==> config.mk <==
export PLATFORM = sky130hd
export DESIGN_NAME = axis_handshake_monitor
export DESIGN_NICKNAME = d
export VERILOG_FILES = /design/src/rtl/axis_mon_pkg.sv /design/src/rtl/axis_hs_lane.sv /design/src/rtl/axis_handshake_monitor.sv
export SDC_FILE = /design/constraint.sdc
export NUM_CORES = 1
export LEC_CHECK = 0
export BUFFER_PORTS_ARGS = -buffer_cell sky130_fd_sc_hd__buf_2
export CORE_ASPECT_RATIO = 1.4
export CORE_MARGIN = 2
export CORE_UTILIZATION = 57
export CTS_BUF_LIST = sky130_fd_sc_hd__clkbuf_4 sky130_fd_sc_hd__clkbuf_8
export DETAILED_ROUTE_END_ITERATION = 16
export GPL_ROUTABILITY_DRIVEN = 0
export PLACE_DENSITY = 0.89
export SYNTH_ARGS = -nofsm -noshare
export SYNTH_HDL_FRONTEND = slang
export SYNTH_HIERARCHICAL = 1
export SYNTH_SLANG_ARGS = --single-unit
==> constraint.sdc <==
create_clock -name user_clk -period 3.01 [get_ports user_clk]
set_input_delay 0.301 -clock user_clk [delete_from_list [all_inputs] [get_ports user_clk]]
set_output_delay 0.301 -clock user_clk [all_outputs]
set_load 0.01 [all_outputs]
==> src/rtl/axis_mon_pkg.sv <==
`default_nettype none
// ============================================================================
// axis_mon_pkg : shared types, widths and helpers for the handshake monitor
// Rev 1.0
// ============================================================================
package axis_mon_pkg;

   localparam int CNT_W = 32;

   typedef enum logic [0:0] {
      IDLE = 1'b0,
      PEND = 1'b1
   } lane_state_e;

   function automatic logic [CNT_W-1:0] sat_inc(input logic [CNT_W-1:0] v);
      return (&v) ? v : v + CNT_W'(1);
   endfunction

endpackage
`default_nettype wire

==> src/rtl/axis_hs_lane.sv <==
`default_nettype none
// ============================================================================
// axis_hs_lane : one valid/ready lane - protocol checks, beat/stall counters
// Rev 1.0
// ============================================================================
module axis_hs_lane
   import axis_mon_pkg::*;
#(
   parameter int DATA_W      = 64,
   parameter int STALL_LIMIT = 1024
) (
   input  logic              user_clk,
   input  logic              user_reset,
   input  logic              enable,
   input  logic              clr_stats,
   input  logic              valid,
   input  logic              ready,
   input  logic [DATA_W-1:0] data,
   output logic [CNT_W-1:0]  xfer_cnt,
   output logic [CNT_W-1:0]  stall_cnt,
   output logic              viol_drop,
   output logic              viol_data,
   output logic              timeout
);

   localparam int               RUN_W    = $clog2(STALL_LIMIT);
   localparam logic [RUN_W-1:0] RUN_LAST = RUN_W'(STALL_LIMIT - 1);
   localparam logic [RUN_W-1:0] RUN_ONE  = RUN_W'(1);

   lane_state_e       state_q, state_d;
   logic [DATA_W-1:0] hold_q, hold_d;
   logic [RUN_W-1:0]  run_q, run_d;
   logic [CNT_W-1:0]  xfer_q, xfer_d;
   logic [CNT_W-1:0]  stall_q, stall_d;
   logic              drop_q, drop_d;
   logic              vdata_q, vdata_d;
   logic              tout_q, tout_d;

   always_comb begin
      state_d = state_q;
      hold_d  = hold_q;
      run_d   = run_q;
      xfer_d  = xfer_q;
      stall_d = stall_q;
      drop_d  = drop_q;
      vdata_d = vdata_q;
      tout_d  = tout_q;

      if (enable) begin
         if (valid && ready)  xfer_d  = sat_inc(xfer_q);
         if (valid && !ready) stall_d = sat_inc(stall_q);

         unique case (state_q)
            IDLE: begin
               // The offering cycle is the first stall of the run.
               if (valid && !ready) begin
                  state_d = PEND;
                  hold_d  = data;
                  run_d   = RUN_ONE;
               end
            end
            PEND: begin
               if (!valid) begin
                  state_d = IDLE;
                  run_d   = '0;
                  drop_d  = 1'b1;
               end else begin
                  if (data != hold_q) vdata_d = 1'b1;
                  if (ready) begin
                     state_d = IDLE;
                     run_d   = '0;
                  end else if (run_q == RUN_LAST) begin
                     tout_d = 1'b1;
                  end else begin
                     run_d = run_q + RUN_ONE;
                  end
               end
            end
            default: state_d = IDLE;
         endcase
      end

      // A clear outranks any same-cycle increment or flag event.
      if (clr_stats) begin
         xfer_d  = '0;
         stall_d = '0;
         drop_d  = 1'b0;
         vdata_d = 1'b0;
         tout_d  = 1'b0;
      end
   end

   always_ff @(posedge user_clk) begin
      if (user_reset) begin
         state_q <= IDLE;
         hold_q  <= '0;
         run_q   <= '0;
         xfer_q  <= '0;
         stall_q <= '0;
         drop_q  <= 1'b0;
         vdata_q <= 1'b0;
         tout_q  <= 1'b0;
      end else begin
         state_q <= state_d;
         hold_q  <= hold_d;
         run_q   <= run_d;
         xfer_q  <= xfer_d;
         stall_q <= stall_d;
         drop_q  <= drop_d;
         vdata_q <= vdata_d;
         tout_q  <= tout_d;
      end
   end

   assign xfer_cnt  = xfer_q;
   assign stall_cnt = stall_q;
   assign viol_drop = drop_q;
   assign viol_data = vdata_q;
   assign timeout   = tout_q;

endmodule
`default_nettype wire

==> src/rtl/axis_handshake_monitor.sv <==
`default_nettype none
// ============================================================================
// axis_handshake_monitor : multi-lane AXI-Stream handshake checker and stats
// Rev 1.0
// ============================================================================
module axis_handshake_monitor
   import axis_mon_pkg::*;
#(
   parameter int NUM_INTFC   = 4,
   parameter int DATA_W      = 64,
   parameter int STALL_LIMIT = 1024,
   parameter int TCQ         = 1
) (
   input  logic                        user_clk,
   input  logic                        user_reset,
   input  logic                        enable,
   input  logic                        clr_stats,
   input  logic [NUM_INTFC-1:0]        valid,
   input  logic [NUM_INTFC-1:0]        ready,
   input  logic [NUM_INTFC*DATA_W-1:0] data,
   output logic [NUM_INTFC*CNT_W-1:0]  xfer_cnt,
   output logic [NUM_INTFC*CNT_W-1:0]  stall_cnt,
   output logic [NUM_INTFC-1:0]        viol_drop,
   output logic [NUM_INTFC-1:0]        viol_data,
   output logic [NUM_INTFC-1:0]        timeout,
   output logic                        err_any
);

   // TCQ is a simulation-only clock-to-q figure; it is not modelled in logic.
   if (STALL_LIMIT < 2 || TCQ < 0) begin : g_param_check
      $error("axis_handshake_monitor: STALL_LIMIT must be >= 2 and TCQ >= 0");
   end

   for (genvar i = 0; i < NUM_INTFC; i++) begin : g_lane
      axis_hs_lane #(
         .DATA_W      (DATA_W),
         .STALL_LIMIT (STALL_LIMIT)
      ) u_lane (
         .user_clk   (user_clk),
         .user_reset (user_reset),
         .enable     (enable),
         .clr_stats  (clr_stats),
         .valid      (valid[i]),
         .ready      (ready[i]),
         .data       (data[i*DATA_W +: DATA_W]),
         .xfer_cnt   (xfer_cnt[i*CNT_W +: CNT_W]),
         .stall_cnt  (stall_cnt[i*CNT_W +: CNT_W]),
         .viol_drop  (viol_drop[i]),
         .viol_data  (viol_data[i]),
         .timeout    (timeout[i])
      );
   end

   logic err_any_q, err_any_d;

   always_comb begin
      err_any_d = (|viol_drop) | (|viol_data) | (|timeout);
      if (clr_stats) err_any_d = 1'b0;
   end

   always_ff @(posedge user_clk) begin
      if (user_reset) err_any_q <= 1'b0;
      else            err_any_q <= err_any_d;
   end

   assign err_any = err_any_q;

endmodule
`default_nettype wire

==> run_results.csv <==
group,metric,value,unit
run_status,status,"completed",
synth,synthArstFlopShare,0,%
detailed_routing,drt_pass1_iterations,7,
synth,yosys_warnings,6,
critical_path,cp.arrival,3.19,ns
critical_path,cp-start-kind,"flop",
clock_network,insertion_delay,0.70,ns
critical_path,required,3.63,ns
critical_path,slowest_delay,0.63,ns
layout,multiInputGateArea,14700,sq um
clock_network,cts_tree,"yes",
clock_network,htree_levels,3,
synth,syn_area,26900,sq um
floorplan,dieHeight,261,um
floorplan,core,46800,sq um
synth,yosysMostFrequentCell,"nand2_1",
sta,rsz0062_at_grt,"no",
min_path,holdCritPathClass,"in2reg",
global_routing,grt_pass1_vias,29300,
clock_network,cts_resized,0,
critical_path,crit_chain,"ha_1 > and4_1 > nand4_1 > or4_1 > or4_1 > nand2_1",
synth,synthTopCellsByArea,"dfxtp_1, nand2_1, a21oi_1",
clock_network,clockRootBuffer,"clkbuf_8",
layout,drive_above_1_share,18.6,%
synth,ys_top_cells_by_count,"nand2_1, dfxtp_1, a21oi_1",
critical_path,crit_top_cell,"or4_1",
sta,timing.hold.ws,0.0704,ns
critical_path,critical_path_class,"reg2reg",
clock_network,cts.clk_slew.worst_paths,0.07,ns
synth,ys_seq_area_share,42.3,%
critical_path,critPathCaptureType,"flop",
global_routing,grt_overflow,0,
global_routing,antenna_found_initial,24,
sta,fin_crit_sh,85.2,%
global_routing,grt_max_degree,82,
sta,setup_slack,0.444,ns
power,p_leak,13.3,nW
floorplan,pin_count,537,
detailed_routing,viasPerCell,6.31,
placed_design,placed_area,30000,sq um
sta,period_minus_slack,2.57,ns
synth,syn_nets,3607,
sta,fmax,0.390,GHz
synth,syn_avg_cell_area,8.09,sq um
floorplan,initial_core_util,57.5,%
sta,worst_pin_slew,0.854,ns
sta,finalSetupTns,0,ns
floorplan,die_w,188,um
clock_network,cts.sinks,569,
clock_network,ctsHoldBuffers,287,
synth,synth_area_leader_cell,"dfxtp_1",
sta,finalClockSkew,0.0395,ns
critical_path,cp_max_fo,8,
placed_design,io_buffer_count,536,
detailed_routing,vias,30300,
detailed_routing,routedWlPerCell,20.9,um
sta,drv_slew,0,
global_routing,grt_pass1_wl,156000,um
sta,hold_viol,0,
layout,nFillCells,3024,
sta,setup_viol,0,
detailed_routing,drc,0,
clock_network,cts_buffers,88,
synth,synth-seq-cells,569,
placed_design,place_hpwl,53900,um
detailed_routing,drt_iter0_drc,3325,
placed_design,post-place-ws,0.325,ns
synth,syn_inst,3327,
critical_path,cp_slowest_cell,"or4_1",
synth,ys.flop_type,"dfxtp_1",
floorplan,num_rows,94,
layout,synthToLayoutAreaGrowth,29.3,%
floorplan,dieArea,49000,sq um
placed_design,dpl.cell_count,4334,
power,p_per_area,470,nW/um^2
layout,fin_area,34800,sq um
detailed_routing,postRouteAntennaNets,0,
clock_network,clock_path_buffers,3,
layout,seq_area,11400,sq um
clock_network,postCtsSetupRepairBufs,0,
layout,fin_cells,4796,
job,drv_cap,0,
layout,nets,4367,
detailed_routing,wl,100000,um
global_routing,grt_usage,39.5,%
power,ir_drop,0.000562,V
synth,ys_types,62,
sta,relSlewSlack,42.9,%
synth,synth_top_cell_area_share,42.3,%
synth,synth-edff-count,0,
-- per-stage QoR --
stage          power, mW  util, %
3_3_place_gp        8.90     64.0
6_report            16.3     74.3
4_1_cts             16.1     74.2
3_5_place_dp        8.92     64.0
2_1_floorplan       8.48        -
5_1_grt             16.7     74.2
-- flip-flops by register name, indices dropped and copies added, names as in the netlist --
register,cells
g_lane.u_lane/run_q,40
g_lane.u_lane/stall_cnt,128
g_lane.u_lane/state_q,4
g_lane.u_lane/hold_q,256
g_lane.u_lane/viol_data,4
g_lane.u_lane/xfer_cnt,128
g_lane.u_lane/timeout,4
g_lane.u_lane/viol_drop,4
err_any,1
-- cell families (layout without fill, tap and decap cells) --
kind of cell,Yosys count,after routing,synth area share [%]
AND/OR/NAND/NOR,1425,1425,26.2
multiplexers,10,10,0.372
flip-flops,569,569,42.3
buffers and inverters,213,1036,3.11
AO/OA/AOI/OAI,714,714,15.0
XOR/XNOR,384,384,12.5
other,0,22,0
adder cells (fa/ha/maj),12,12,0.558
-- power by group --
group / leakage (nW) / total (mW) / internal, mW / switching (mW)
sequential: 4.60 / 7.77 / 7.65 / 0.115
clock: 1.00 / 7.11 / 3.88 / 3.23
combinational: 7.70 / 1.47 / 0.650 / 0.818
-- worst max-delay path, delay by kind of cell, from the launching register on --
| family | cells | cell delay (ns) |
|---|---|---|
| DFF | 1 | 0.42 |
| adders and majority gates | 1 | 0.27 |
| and+or+nand+nor | 5 | 1.82 |
-- layout by cell type, fill, tap and decap left out, types with 22 or more instances in the layout --
master / n
a21oi_1: 426
or3_1: 120
inv_1: 22
o31ai_1: 22
and3_1: 33
nor2_1: 174
clkbuf_8: 109
nor3_1: 27
buf_2: 535
buf_4: 36
or4_1: 33
xnor2_1: 202
nand4_1: 118
nor4_1: 85
clkbuf_4: 30
o21ai_0: 129
a211oi_1: 41
dfxtp_1: 569
and4_1: 53
nand3_1: 94
dlygate4sd3_1: 287
nand2_1: 623
xor2_1: 182
diode_2: 22
-- layer usage --
metal	global-route usage, %	part of all wire (%)	vias up
li1	-	-	13300
met5	0	0.077	-
met3	11.1	10	776
met4	30.9	9.1	12
met1	42.1	34	14000
met2	66.2	47	2244
-- path summary, 6_finish.rpt --
| kind | startpoint | endpoint | slack, ns | cells past startpoint |
|---|---|---|---|---|
| hold / removal | valid[2] | g_lane[2].u_lane/viol_drop | 0.07 | 4 |
| hold reg to reg | g_lane[1].u_lane/hold_q[36] | g_lane[1].u_lane/hold_q[36] | 0.47 | 2 |
| setup / recovery | g_lane[1].u_lane/stall_cnt[1] | g_lane[1].u_lane/stall_cnt[26] | 0.44 | 6 |
| setup reg to reg | g_lane[1].u_lane/stall_cnt[1] | g_lane[1].u_lane/stall_cnt[26] | 0.44 | 6 |
-- final cells by class --
class,count,area share (%)
multi-input combinational,2545,42.3
sequential,569,32.7
timing repair buffer,861,16.9
clock buffer,139,4.96
tap,624,2.24
clock inverter,14,0.442
inverter,22,0.237
antenna,22,0.158
(Power assumes the default switching activity.)
